### config.mk
export PLATFORM = sky130hd
export DESIGN_NAME = wb_commit
export DESIGN_NICKNAME = d
export VERILOG_FILES = /design/src/rtl/wb_commit_pkg.sv /design/src/rtl/wb_commit_hilo_reg.sv /design/src/rtl/wb_commit.sv
export SDC_FILE = /design/constraint.sdc
export NUM_CORES = 1
export LEC_CHECK = 0
export ABC_CLOCK_PERIOD_IN_PS = 4920
export CORE_UTILIZATION = 40
export DETAILED_ROUTE_END_ITERATION = 12
export PLACE_DENSITY = 0.64
export SYNTH_ARGS = -nofsm -noshare
export SYNTH_HDL_FRONTEND = slang
export SYNTH_HIERARCHICAL = 1
export SYNTH_SLANG_ARGS = --single-unit
### constraint.sdc
create_clock -name clk -period 4.92 [get_ports clk]
set_clock_uncertainty 0.15 [all_clocks]
set_input_delay 1.476 -clock clk [delete_from_list [all_inputs] [get_ports clk]]
set_output_delay 1.476 -clock clk [all_outputs]
set_load 0.05 [all_outputs]
### src/rtl/wb_commit_pkg.sv
// Shared widths, the MEM->WB bundle type and the stage-update decode for the writeback commit block.
package wb_commit_pkg;

    localparam int REG_ADDR_W = 5;
    localparam int REG_W      = 32;

    localparam logic [REG_W-1:0]      ZERO_WORD     = '0;
    localparam logic [REG_ADDR_W-1:0] NOP_REG_ADDR  = '0;
    localparam logic                  WRITE_ENABLE  = 1'b1;
    localparam logic                  WRITE_DISABLE = 1'b0;

    // Everything MEM hands to WB in one cycle.
    typedef struct packed {
        logic [REG_ADDR_W-1:0] wd;
        logic                  wreg;
        logic [REG_W-1:0]      wdata;
        logic [REG_W-1:0]      hi;
        logic [REG_W-1:0]      lo;
        logic                  whilo;
    } wb_bundle_t;

    // A bubble is the all-zero bundle: no GPR write, no HI/LO write, and it never retires.
    // It is loaded on a flush, and whenever MEM is held while WB drains, so that the
    // held MEM instruction is not committed twice.
    localparam wb_bundle_t WB_BUBBLE = '{
        wd:    NOP_REG_ADDR,
        wreg:  WRITE_DISABLE,
        wdata: ZERO_WORD,
        hi:    ZERO_WORD,
        lo:    ZERO_WORD,
        whilo: WRITE_DISABLE
    };

    typedef enum logic [1:0] {
        STAGE_BUBBLE,
        STAGE_CAPTURE,
        STAGE_HOLD
    } stage_op_t;

    // Resolve the stage-register action. Flush outranks any stall combination.
    function automatic stage_op_t decode_stage_op(input logic flush,
                                                  input logic stall_mem,
                                                  input logic stall_wb);
        if (flush)                    return STAGE_BUBBLE;
        else if (stall_mem && !stall_wb) return STAGE_BUBBLE;
        else if (!stall_mem)          return STAGE_CAPTURE;
        else                          return STAGE_HOLD;
    endfunction

endpackage

### src/rtl/wb_commit_hilo_reg.sv
// Architectural HI/LO register pair, written together when we is high.
module hilo_reg
    import wb_commit_pkg::*;
(
    input  logic             clk,
    input  logic             rst,
    input  logic             we,
    input  logic [REG_W-1:0] hi_i,
    input  logic [REG_W-1:0] lo_i,
    output logic [REG_W-1:0] hi_o,
    output logic [REG_W-1:0] lo_o
);

    // HI/LO update on commit; cleared by the active-low reset.
    always_ff @(posedge clk or negedge rst) begin
        if (!rst) begin
            hi_o <= ZERO_WORD;
            lo_o <= ZERO_WORD;
        end else if (we) begin
            // NOTE: sequential state uses non-blocking assignments so every flop samples pre-edge values.
            hi_o <= hi_i;
            lo_o <= lo_i;
        end
    end

endmodule

### src/rtl/wb_commit.sv
// MEM/WB pipeline register, HI/LO commit with EX-side bypass, and retired-write counter.
module wb_commit
    import wb_commit_pkg::*;
(
    input  logic                  clk,
    input  logic                  rst,
    input  logic                  stall_mem,
    input  logic                  stall_wb,
    input  logic                  flush,
    input  logic [REG_ADDR_W-1:0] wd_i,
    input  logic                  wreg_i,
    input  logic [REG_W-1:0]      wdata_i,
    input  logic [REG_W-1:0]      hi_i,
    input  logic [REG_W-1:0]      lo_i,
    input  logic                  whilo_i,
    output logic [REG_ADDR_W-1:0] wb_wd_o,
    output logic                  wb_wreg_o,
    output logic [REG_W-1:0]      wb_wdata_o,
    output logic [REG_W-1:0]      hi_o,
    output logic [REG_W-1:0]      lo_o,
    output logic [REG_W-1:0]      retired_o
);

    wb_bundle_t       stage_q;
    wb_bundle_t       stage_d;
    wb_bundle_t       mem_in;
    logic             commit;
    logic [REG_W-1:0] hi_arch;
    logic [REG_W-1:0] lo_arch;
    logic [REG_W-1:0] retire_q;

    assign mem_in = '{
        wd:    wd_i,
        wreg:  wreg_i,
        wdata: wdata_i,
        hi:    hi_i,
        lo:    lo_i,
        whilo: whilo_i
    };

    // Next stage-register contents: bubble, capture from MEM, or hold.
    always_comb begin
        // NOTE: default assigned first so no path through this block can infer a latch.
        stage_d = stage_q;
        unique case (decode_stage_op(flush, stall_mem, stall_wb))
            STAGE_BUBBLE:  stage_d = WB_BUBBLE;
            STAGE_CAPTURE: stage_d = mem_in;
            STAGE_HOLD:    stage_d = stage_q;
            default:       stage_d = WB_BUBBLE;
        endcase
    end

    // MEM/WB stage register.
    always_ff @(posedge clk or negedge rst) begin
        if (!rst) stage_q <= WB_BUBBLE;
        else      stage_q <= stage_d;
    end

    // The instruction in WB commits at the edge where WB is not held.
    assign commit = !stall_wb;

    hilo_reg u_hilo (
        .clk  (clk),
        .rst  (rst),
        .we   (commit && stage_q.whilo),
        .hi_i (stage_q.hi),
        .lo_i (stage_q.lo),
        .hi_o (hi_arch),
        .lo_o (lo_arch)
    );

    // Count every committed GPR or HI/LO write; wraps silently.
    always_ff @(posedge clk or negedge rst) begin
        if (!rst)                                      retire_q <= ZERO_WORD;
        else if (commit && (stage_q.wreg || stage_q.whilo)) retire_q <= retire_q + 1'b1;
    end

    assign wb_wd_o    = stage_q.wd;
    assign wb_wreg_o  = stage_q.wreg;
    assign wb_wdata_o = stage_q.wdata;
    // EX sees a pending WB-stage HI/LO write before it reaches the architectural pair.
    assign hi_o       = stage_q.whilo ? stage_q.hi : hi_arch;
    assign lo_o       = stage_q.whilo ? stage_q.lo : lo_arch;
    assign retired_o  = retire_q;

endmodule

# [Yosys cells after proc, flatten, opt, wreduce, memory -nomap -nowiden]
# Index checks and enable logic that the tools add are counted.
[word_totals] mem_bits_ro=0 wordCells=23 latchBits=0 n_memories=0 reg_bits=199 out_inout_bits=134 mem_bits_rw=0 input_bits=108
[op_classes] multipliers=0 mux=6 magnitude_cmp=0 n_reduce_logical=5 shift=0 div_mod_pow=0 eq_ne=2 addsub=1 bitwise_logic=0
[ops] op="103-bit case mux with 2 select lines" n=1
[ops] op="32-bit 2-to-1 mux" n=2
[ops] op="32-bit by 1-bit adder with 32-bit output, second input constant" n=1
[ops] op="2-bit 2-to-1 mux" n=3
[ops] op="1-bit logical AND" n=3
[ops] op="2-bit by 1-bit == test with 1-bit output, second input constant" n=1
[ops] op="2-bit == test, second input constant" n=1
[ops] op="1-bit zero test" n=1
[ops] op="1-bit logical OR" n=1

# [Longest topological paths before layout]
# Gate-level depths: netlist (run 1).
[depth] word_depth=6 depth_mapped=6 ltp_nobuf=5

# [Hierarchy]
# Netlist (run 1), hierarchy kept.
[modules_own_cells] module="wb_commit" n_inst=1 area_per_inst_um2=6097.1 cells_each=473
[modules_own_cells] module="hilo_reg" n_inst=1 area_per_inst_um2=2678.8 cells_each=135

# [Worst setup path before layout (run 1)]
# Ideal clock, no wire load.
[synth_path] path_kind="register to output" start="register stage_q[0] (netlist bit)" end="output port hi_o[24]" arrival_ns=1.549 stages_incl_launch_ff=4 setup_slack_ns=1.745 cell_sequence="dfrtp_1 buf_1 clkbuf_1 mux2_2"
[synth_via] elab_chain_cells=1
[synth_lines] element="start: declaration" line_no="wb_commit.sv:24" rtl="wb_bundle_t stage_q;"
[synth_lines] element="start signal: assignment" line_no="wb_commit.sv:56" rtl="else stage_q <= stage_d;"
[synth_lines] element="32-bit 2-to-1 mux" line_no="wb_commit.sv:82" rtl="assign hi_o = stage_q.whilo ? stage_q.hi : hi_arch;"
[synth_lines] element="end: declaration" line_no="wb_commit.sv:19" rtl="output logic [REG_W-1:0] hi_o,"
# No other way between the ends.

# [Worst setup path after layout (run 1)]
[layout_path] start="register stage_q[0] (netlist bit)" end="output port hi_o[1]"
# Same word-level chain as after synthesis.

==> impl_results.md, run 1 <==
* Cells after synthesis at 608
* Mux cell area share after synthesis at 0.191
* Pleak at 5.30 nW
* Final period utilization at 0.816
* Routed via count at 5,660
* Synth area leader: dfrtp_1
* Setup Fix Bufs, Post-CTS at 0
* Critical path buffers and inverters at 2
* RSZ-0062 raised after global routing: false
* CP top delay family: buffers and inverters
* Vert. Die Dim at 150 um
* CP max stage cell: clkdlybuf4s50_1
* Setup CP Type: flop to output port
* HPWL Detailed at 13,900 um
* Site row count at 53
* Final Max Tran Viols at 0
* Clock Latency Late Sink at 430 ps
* Post-route ant nets at 0
* CTS Root Cell: clkbuf_16
* Crit path arrival time at 2390 ps
* CTS Buf Count at 17
* Antenna diode count at 0
* Final setup viols at 0
* Total grt overflow at 0
* Syn nets at 717
* Status: finished, final reports clean
* Fin area at 11,800 um^2
* Final WL at 20,600 um
* Htree depth at 4
* Design Power at 4.33 mW
* Crit end category: output port
* Mapped Area at 8780 um^2
* Largest net degree at the start of global routing at 108
* Most frequent cells in the layout: clkdlybuf4s50_1 (240), dfrtp_1 (198), a22o_1 (103)
* Area fraction in compound gates after synthesis at 0.103
* Crit path launch type: flop
* Share of layout cells above drive strength 1 at 0.224
* Post-Synth XOR/XNOR Area at 0.0309
* Top_reg_cell synth: dfrtp_1
* Drt first pass iters at 4
* Largest cells by area after synthesis: dfrtp_1 (57%), a22o_1 (10%), mux2_4 (10%), mux2_2 (8.9%), buf_4 (3.2%)
* Top cell type's share of synthesized area at 0.567
* Clock buffer depth at 2
* Peak Freq at approximately 250 MHz
* Final Net Count at slightly above 900
* Post-synthesis simple-gate area fraction at 0.0453
* First-pass GRT wire length at 32,700 um
* Post-DR vias/cell at 5.16
* GRT Resource Usage Total at 0.187
* Initial DRC Count at 271
* Finished Layout Cells at 1,096
* Final setup TNS at 0 ps
* Area Overhead vs Synth at 34.4%
* Reg2Reg Depth at 5
* CP Max Fanout at 39
* Pwr dens at 367 nW/um^2
* Met1 Use GR at 0.248
* DIE AREA at 22,500 um^2
* Commonest non-fill, non-tap cell in the layout: clkdlybuf4s50_1
* Post-synth EDFFs at 0
* Hold Crit Depth at 1
* CP required at between 3000 and 4000 ps
* Number of distinct library cells after synthesis at 31
* Adder-Cell Fraction of Synth Area at 0.00143
* Worst-path cell chain: buf_4 -> mux2_2 -> clkdlybuf4s50_1
* WL per Instance at 18.8 um
* Crit path depth at 3
* Crit path time final at 4010 ps
* # IOs at 242
* YS warnings at 6
* Routing usage on met3 at 0.0588
* Core ar. at 21,300 um^2
* Crit path largest cell delay at 730 ps
* Clock transition at path regs at 70 ps
* Placed inst area at 11,200 um^2
* Synthesized area per cell at 14.4 um^2
* DR DRC count at 0
* Antenna violations before repair at 0
* Number of synthesized register bits at just under 200
* IO Port Bufs at 241
* Seq/Total Area, Yosys at 0.567
* Slew at the pin closest to its max-slew limit at between 800 and 900 ps
* CTS Sinks at 199
* Main combinational cell family by area after synthesis: multiplexers
* Fraction of registers with async set/reset at 1.00
* CTS tree: yes
* Vias in the first global route at roughly 6,000
* Met2 GRT Util at 0.300
* Peak VDD IR at 0.175 mV
* DP Cell Count at approximately 1,100
* Hold buffer count at CTS at 0
* Worst Hold Class: flop to flop
* Max_slew headroom at 0.429
* Max cap viols at 0
* Starting Density at 0.412
* Final Wtd Congestion at ~0.77
* Die extent in x at 150 um
* Final hold vios at 0
* Final core utilization at 0.554
* GR peak layer: met2
* Cts repair resizes at 0
==> registers in the layout, indices dropped and copies added (netlist names) <==
signal,cells
stage_q,65
retired_o,32
u_hilo/hi_o,32
u_hilo/lo_o,32
wb_wdata_o,32
wb_wd_o,5
wb_wreg_o,1
==> worst register-to-register path, cell delays in order, from the launching register on <==
cell and delay [ps]:
dfrtp_2 350, buf_4 350, o21ai_1 290, nor4_2 790, nand4_1 230, xnor2_1 170
==> path summary, 6_finish.rpt <==
path                            slack [ps]       endpoint          start
worst min register to register         320  retired_o[31]  retired_o[31]
worst max-delay path                   910        hi_o[1]     stage_q[0]
max in group asynchronous             2610   retired_o[5]            rst
min in group asynchronous              990    stage_q[10]            rst
worst min-delay path                   320  retired_o[31]  retired_o[31]
worst max register to register        2480  retired_o[25]     stage_q[0]
==> layout make-up <==
cell class              instances  area [um^2]
fillers                      1721         9490
clock inverters                13          138
inverters                       2         7.51
flip-flops and latches        199         4980
clock buffers                  19          453
well taps                     275          344
repair buffers                255         2580
multi-input cells             333         3290
==> cells by family after synthesis <==
| group | count (synthesis) |
|---|---|
| compound gates | 104 |
| mux | 129 |
| buf+inv | 76 |
| flops | 199 |
| fa+ha+maj | 1 |
| simple gates | 68 |
| xor+xnor | 31 |
==> power breakdown <==
group / switching [mW] / leakage (nW) / total, mW / internal [mW]
logic: 0.605 / 2.35 / 1.06 / 0.455
registers: 0.0997 / 2.67 / 1.87 / 1.77
clock network: 0.658 / 0.282 / 1.40 / 0.742
==> cells in the mapped netlist, types with 2 or more instances <==
library cell  number
dfrtp_1          199
nand4_1           11
a22o_1           103
nor3_1             3
inv_1              2
xor2_1            10
and4_1             3
nand2_1           14
xnor2_1           21
buf_1              4
mux2_4            60
nor4_1             2
clkbuf_1          26
and3_1             5
nand3b_1           3
nand4b_1           3
buf_4             37
mux2_2            69
nor2_1            11
nand3_1            5
buf_12             6
nor4_2             2
==> through the flow <==
stage	hold WS (ps)	worst slack, ps
after floorplan	324	1750
after global placement	312	1200
final	320	908
after CTS	327	862
after global routing	337	815
after detailed placement	318	1110
==> layer usage <==
metal | share of wire | routed length [um]
met5 | 0 | 0
met4 | 0.0077 | 159
met3 | 0.065 | 1330
met2 | 0.49 | 10000
met1 | 0.44 | 9070
Power figures use the tool's default switching activity.
==> run 2: changes to the inputs <==
--- a/config.mk
+++ b/config.mk
@@ -5,7 +5,7 @@
 export SDC_FILE = /design/constraint.sdc
 export NUM_CORES = 1
 export LEC_CHECK = 0
-export ABC_CLOCK_PERIOD_IN_PS = 4920
+export ABC_CLOCK_PERIOD_IN_PS = 4000
 export CORE_UTILIZATION = 40
 export DETAILED_ROUTE_END_ITERATION = 12
 export PLACE_DENSITY = 0.64
==> constraint.sdc (replaced) <==
create_clock -name clk -period 4 [get_ports clk]
set_clock_uncertainty 0.15 [all_clocks]
set_input_delay 1.2 -clock clk [delete_from_list [all_inputs] [get_ports clk]]
set_output_delay 1.2 -clock clk [all_outputs]
set_load 0.05 [all_outputs]
==> run 2 against run 1 <==
  * Register-to-register slack got worse by 780 ps
  * First-iteration DRC count shrank 41%
  * Sequential power grew 23%
  * Utilization grew 0.071 points
  * Worst setup slack worse by 730 ps
  * Largest power group unchanged
  * Highest routed layer unchanged
  * Cell count did not move
  * Critical path type unchanged
  * Global-route usage increased by 0.31 points
==> impl_results.md, run 2 (synthesized netlist as in run 1, its figures left out) <==
* CTS Buf Count at 17
* Final Max Tran Viols at 0
* Pre-CTS setup slack at 625 ps
* Share of layout cells above drive strength 1 at 0.224
* CTS tree: yes
* Crit path launch type: flop
* Total grt overflow at 0
* CP max stage cell: clkdlybuf4s50_1
* Post-DR vias/cell at roughly 5.2
* Initial DRC Count at approximately 160
* Clock buffer depth at 2
* Pleak at 5.31 nW
* DP Cell Count at 1,064
* Final hold vios at 0
* Critical R2R Launch: stage_q[0]
* Final period utilization at 0.955
* WL per Instance at 19.0 um
* Crit path depth at 3
* Peak VDD IR at 0.266 mV
* Clock Latency Late Sink at 430 ps
* Max cap viols at 0
* CP Max Fanout at 25
* Commonest non-fill, non-tap cell in the layout: clkdlybuf4s50_1
* Crit path largest cell delay at around 710 ps
* Die extent in x at ~150 um
* Fin area at 11,800 um^2
* Setup crit start: stage_q[0]
* Clock transition at path regs at 70 ps
* Max_slew headroom at 0.489
* Crit path time final at 3820 ps
* Area Overhead vs Synth at 34.6%
* Final setup viols at 0
* Crit end category: output port
* # IOs at 242
* Hold Crit Depth at 1
* DR DRC count at 0
* Peak Freq at 262 MHz
* Status: finished, final reports clean
* GRT Resource Usage Total at 0.190
* Placed inst area at 11,200 um^2
* Reg2Reg Depth at 4
* Hold buffer count at CTS at 0
* Largest net degree at the start of global routing at 84
* Crit path arrival time at 2470 ps
* Post-route ant nets at 0
* Antenna violations before repair at 0
* Hold Crit Start: retired_o[31]
* First-pass GRT wire length at between 30,000 and 40,000 um
* DIE AREA at 22,500 um^2
* CP top delay family: buffers and inverters
* Finished Layout Cells at between 1,000 and 1,500
* Final Net Count at between 900 and 1,000
* Final Wtd Congestion at between 0.7 and 0.8
* Drt first pass iters at 4
* Hold_ws at about 320 ps
* CTS Root Cell: clkbuf_16
* HPWL Detailed at 14,000 um
* RSZ-0062 raised after global routing: false
* Max FFs per register at 65
* Slew at the pin closest to its max-slew limit at 765 ps
* Vert. Die Dim at 150 um
* Final setup TNS at 0 ps
* Most flop-heavy register: stage_q
* Worst Hold Class: flop to flop
* Worst-path cell chain: buf_12 -> mux2_2 -> clkdlybuf4s50_1
* Setup slack after layout at around 180 ps
* Final WL at 20,800 um
* Core ar. at 21,300 um^2
* Antenna diode count at 0
* CTS Sinks at 199
* Most frequent cells in the layout: clkdlybuf4s50_1 (240), dfrtp_1 (198), a22o_1 (103)
* Vias in the first global route at roughly 6,000
* IO Port Bufs at 241
* Routed via count at roughly 5,700
* Setup Fix Bufs, Post-CTS at 0
* Starting Density at 0.412
* Setup CP Type: flop to output port
* Htree depth at 4
* Final core utilization at 0.555
* Cts repair resizes at 0
* CP required at 2650 ps
* Site row count at 53
* Pwr dens at roughly 450 nW/um^2
* Critical path buffers and inverters at 2
* Design Power at 5.30 mW
[run 2: worst paths after layout]
kind                                  end  slack, ps
setup / recovery                  lo_o[2]        180
hold / removal              retired_o[31]        320
setup reg to reg            retired_o[23]       1700
hold reg to reg             retired_o[31]        320
max in group asynchronous  wb_wdata_o[10]       2160
min in group asynchronous      stage_q[8]        650
[run 2: power breakdown]
part           switching, mW  internal, mW  leakage (nW)
clock network          0.795         0.893         0.282
logic                  0.743         0.563          2.35
registers              0.130          2.17          2.67
[run 2: area by class of cell]
class,instances,area (um^2)
fillers,1728,9480
flip-flops and latches,199,4980
multi-input cells,333,3290
repair buffers,255,2610
clock buffers,18,439
well taps,275,344
clock inverters,14,141
inverters,2,7.51
[run 2: layer usage]
layer / routed length (um) / global-route usage / vias up / part of all wire
met4: 388 / 0.0551 / 0 / 0.019
met1: 9130 / 0.251 / 2914 / 0.44
met5: 0 / 0 / - / 0
met2: 10200 / 0.309 / 173 / 0.49
li1: - / - / 2591 / -
met3: 1080 / 0.0488 / 25 / 0.052
==> run 3: changes to the inputs <==
--- a/config.mk
+++ b/config.mk
@@ -6,9 +6,10 @@
 export NUM_CORES = 1
 export LEC_CHECK = 0
 export ABC_CLOCK_PERIOD_IN_PS = 4000
-export CORE_UTILIZATION = 40
+export CORE_UTILIZATION = 35
 export DETAILED_ROUTE_END_ITERATION = 12
-export PLACE_DENSITY = 0.64
+export PLACE_DENSITY = 0.57
+export REMOVE_ABC_BUFFERS = 1
 export SYNTH_ARGS = -nofsm -noshare
 export SYNTH_HDL_FRONTEND = slang
 export SYNTH_HIERARCHICAL = 1
==> run 3 against run 2 <==
  * Largest power group unchanged
  * Flip-flop and latch count is the same
  * Die area grew 14%
  * Sequential power is essentially flat
  * Non-clock buffer count shrank 2
  * Register-to-register slack lost 170 ps
  * Sequential share of layout area shrank 0.099 points
==> impl_results.md, run 3 (synthesized netlist as in run 1, its figures left out) <==
* CTS Root Cell: clkbuf_16
* Finished Layout Cells at 1,143
* Antenna violations before repair at 1
* Design Power at 5.32 mW
* Final core utilization at 0.484
* Met2 GRT Util at 0.267
* GRT Resource Usage Total at 0.176
* CP Max Fanout at 22
* Fin area at 11,800 um^2
* Post-route ant nets at 0
* Core ar. at roughly 24,000 um^2
* Peak VDD IR at 0.222 mV
* CTS tree: yes
* CTS Buf Count at 17
* Cts repair resizes at 0
* Hold buffer count at CTS at 0
* Crit path launch type: flop
* Clock Latency Late Sink at 430 ps
* Pwr dens at about 450 nW/um^2
* Vias in the first global route at 6,200
* Setup slack after layout at 355 ps
* HPWL Detailed at 14,000 um
* Placed inst area at 11,300 um^2
* Drt first pass iters at 4
* Most flop-heavy register: stage_q
* Vert. Die Dim at 160 um
* Initial DRC Count at 202
* Post-DR vias/cell at between 4 and 5
* # IOs at 242
* Share of layout cells above drive strength 1 at 0.222
* Clock buffer depth at 2
* Crit path time final at 3650 ps
* Share of power burned in registers at 0.433
* Comb pwr share at 0.246
* Pre-CTS setup slack at 737 ps
* Pleak at 5.30 nW
* Final period utilization at 0.911
* Hold_ws at 331 ps
* Routed via count at 5,675
* RSZ-0062 raised after global routing: false
* Final WL at 21,700 um
* Most frequent cells in the layout: clkdlybuf4s50_1 (240), dfrtp_1 (198), a22o_1 (103)
* # fillers at ~2,200
* Htree depth at 4
* DIE AREA at between 20,000 and 30,000 um^2
* Final Wtd Congestion at 0.812
* Max cap viols at 0
* Peak Freq at between 200 and 300 MHz
* Final setup TNS at 0 ps
* Starting Density at 0.359
* Setup CP Type: flop to output port
* Int Pwr at 3.59 mW
* DR DRC count at 0
* Status: finished, final reports clean
* CTS Sinks at 199
* Antenna diode count at 0
* Largest net degree at the start of global routing at 104
* Final Max Tran Viols at 0
* NetSw at ~1.7 mW
* Final Net Count at 915
* Sw Share at 0.325
* Worst Hold Class: flop to flop
* CP required at 2650 ps
* Max_slew headroom at 0.488
* DP Cell Count at approximately 1,100
* Routing usage on met3 at 0.0801
* Clock transition at path regs at 80 ps
* Final hold vios at 0
* Final setup viols at 0
* GR peak layer: met2
* Met1 Use GR at 0.228
* Clock network fraction of total power at 0.322
* First-pass GRT wire length at roughly 35,000 um
* Crit path arrival time at 2300 ps
* WL per Instance at 19.0 um
* IO Port Bufs at 241
* Commonest non-fill, non-tap cell in the layout: clkdlybuf4s50_1
* Crit end category: output port
* Site row count at between 50 and 60
* Slew at the pin closest to its max-slew limit at 757 ps
* Area Overhead vs Synth at 35.0%
* Setup Fix Bufs, Post-CTS at 0
* Die extent in x at 160 um
* Max FFs per register at 65
* Total grt overflow at 0
run 3: cell count changes in the layout (fill, tap and decap cells not counted):
cell,change
inv_8,+3
dfrtp_4,+1
bufinv_16,-1
clkinv_4,-2
buf_12,-2
clkinv_2,-2
clkinvlp_4,-1
dfrtp_2,-1
clkinv_8,+2
inv_6,+1
run 3: cell type report:
cell class	count	area, um^2	share of cell area
Inverter	2	7.51	0.000634
Sequential cell	199	4980	0.421
Timing Repair Buffer	253	2570	0.217
Clock buffer	18	439	0.0371
Tap cell	324	405	0.0342
Clock inverter	14	151	0.0128
Multi-Input combinational cell	333	3290	0.278
run 3: per-layer routing:
layer | wire length [um] | up-vias
met2 | 9820 | 204
met3 | 2150 | 16
li1 | - | 2575
met1 | 9530 | 2878
met4 | 191 | 2
met5 | 13 | -
run 3: worst max-delay path, stage by stage (launching register included):
cell             delay (ps)
dfrtp_4                 430
buf_4                   330
mux2_2                  380
clkdlybuf4s50_1         720
run 3: final timing paths:
kind / end / slack [ps] / start / cells past startpoint
min: retired_o[31] / 330 / retired_o[31] / 1
max in group asynchronous: stage_q[17] / 2110 / rst / 2
min in group asynchronous: stage_q[9] / 640 / rst / 1
max: hi_o[2] / 350 / stage_q[0] / 3
max reg2reg: retired_o[15] / 1530 / stage_q[0] / 6
min reg2reg: retired_o[31] / 330 / retired_o[31] / 1
run 3: power by group through the flow:
stage / sequential [mW] / combinational, mW / clock [mW]
after floorplan: 2.47 / 0.669 / 0
after global placement: 2.33 / 1.30 / 0
after CTS: 2.30 / 1.32 / 1.76
after global routing: 2.33 / 1.37 / 1.86
final: 2.30 / 1.31 / 1.71
after detailed placement: 2.33 / 1.32 / 0
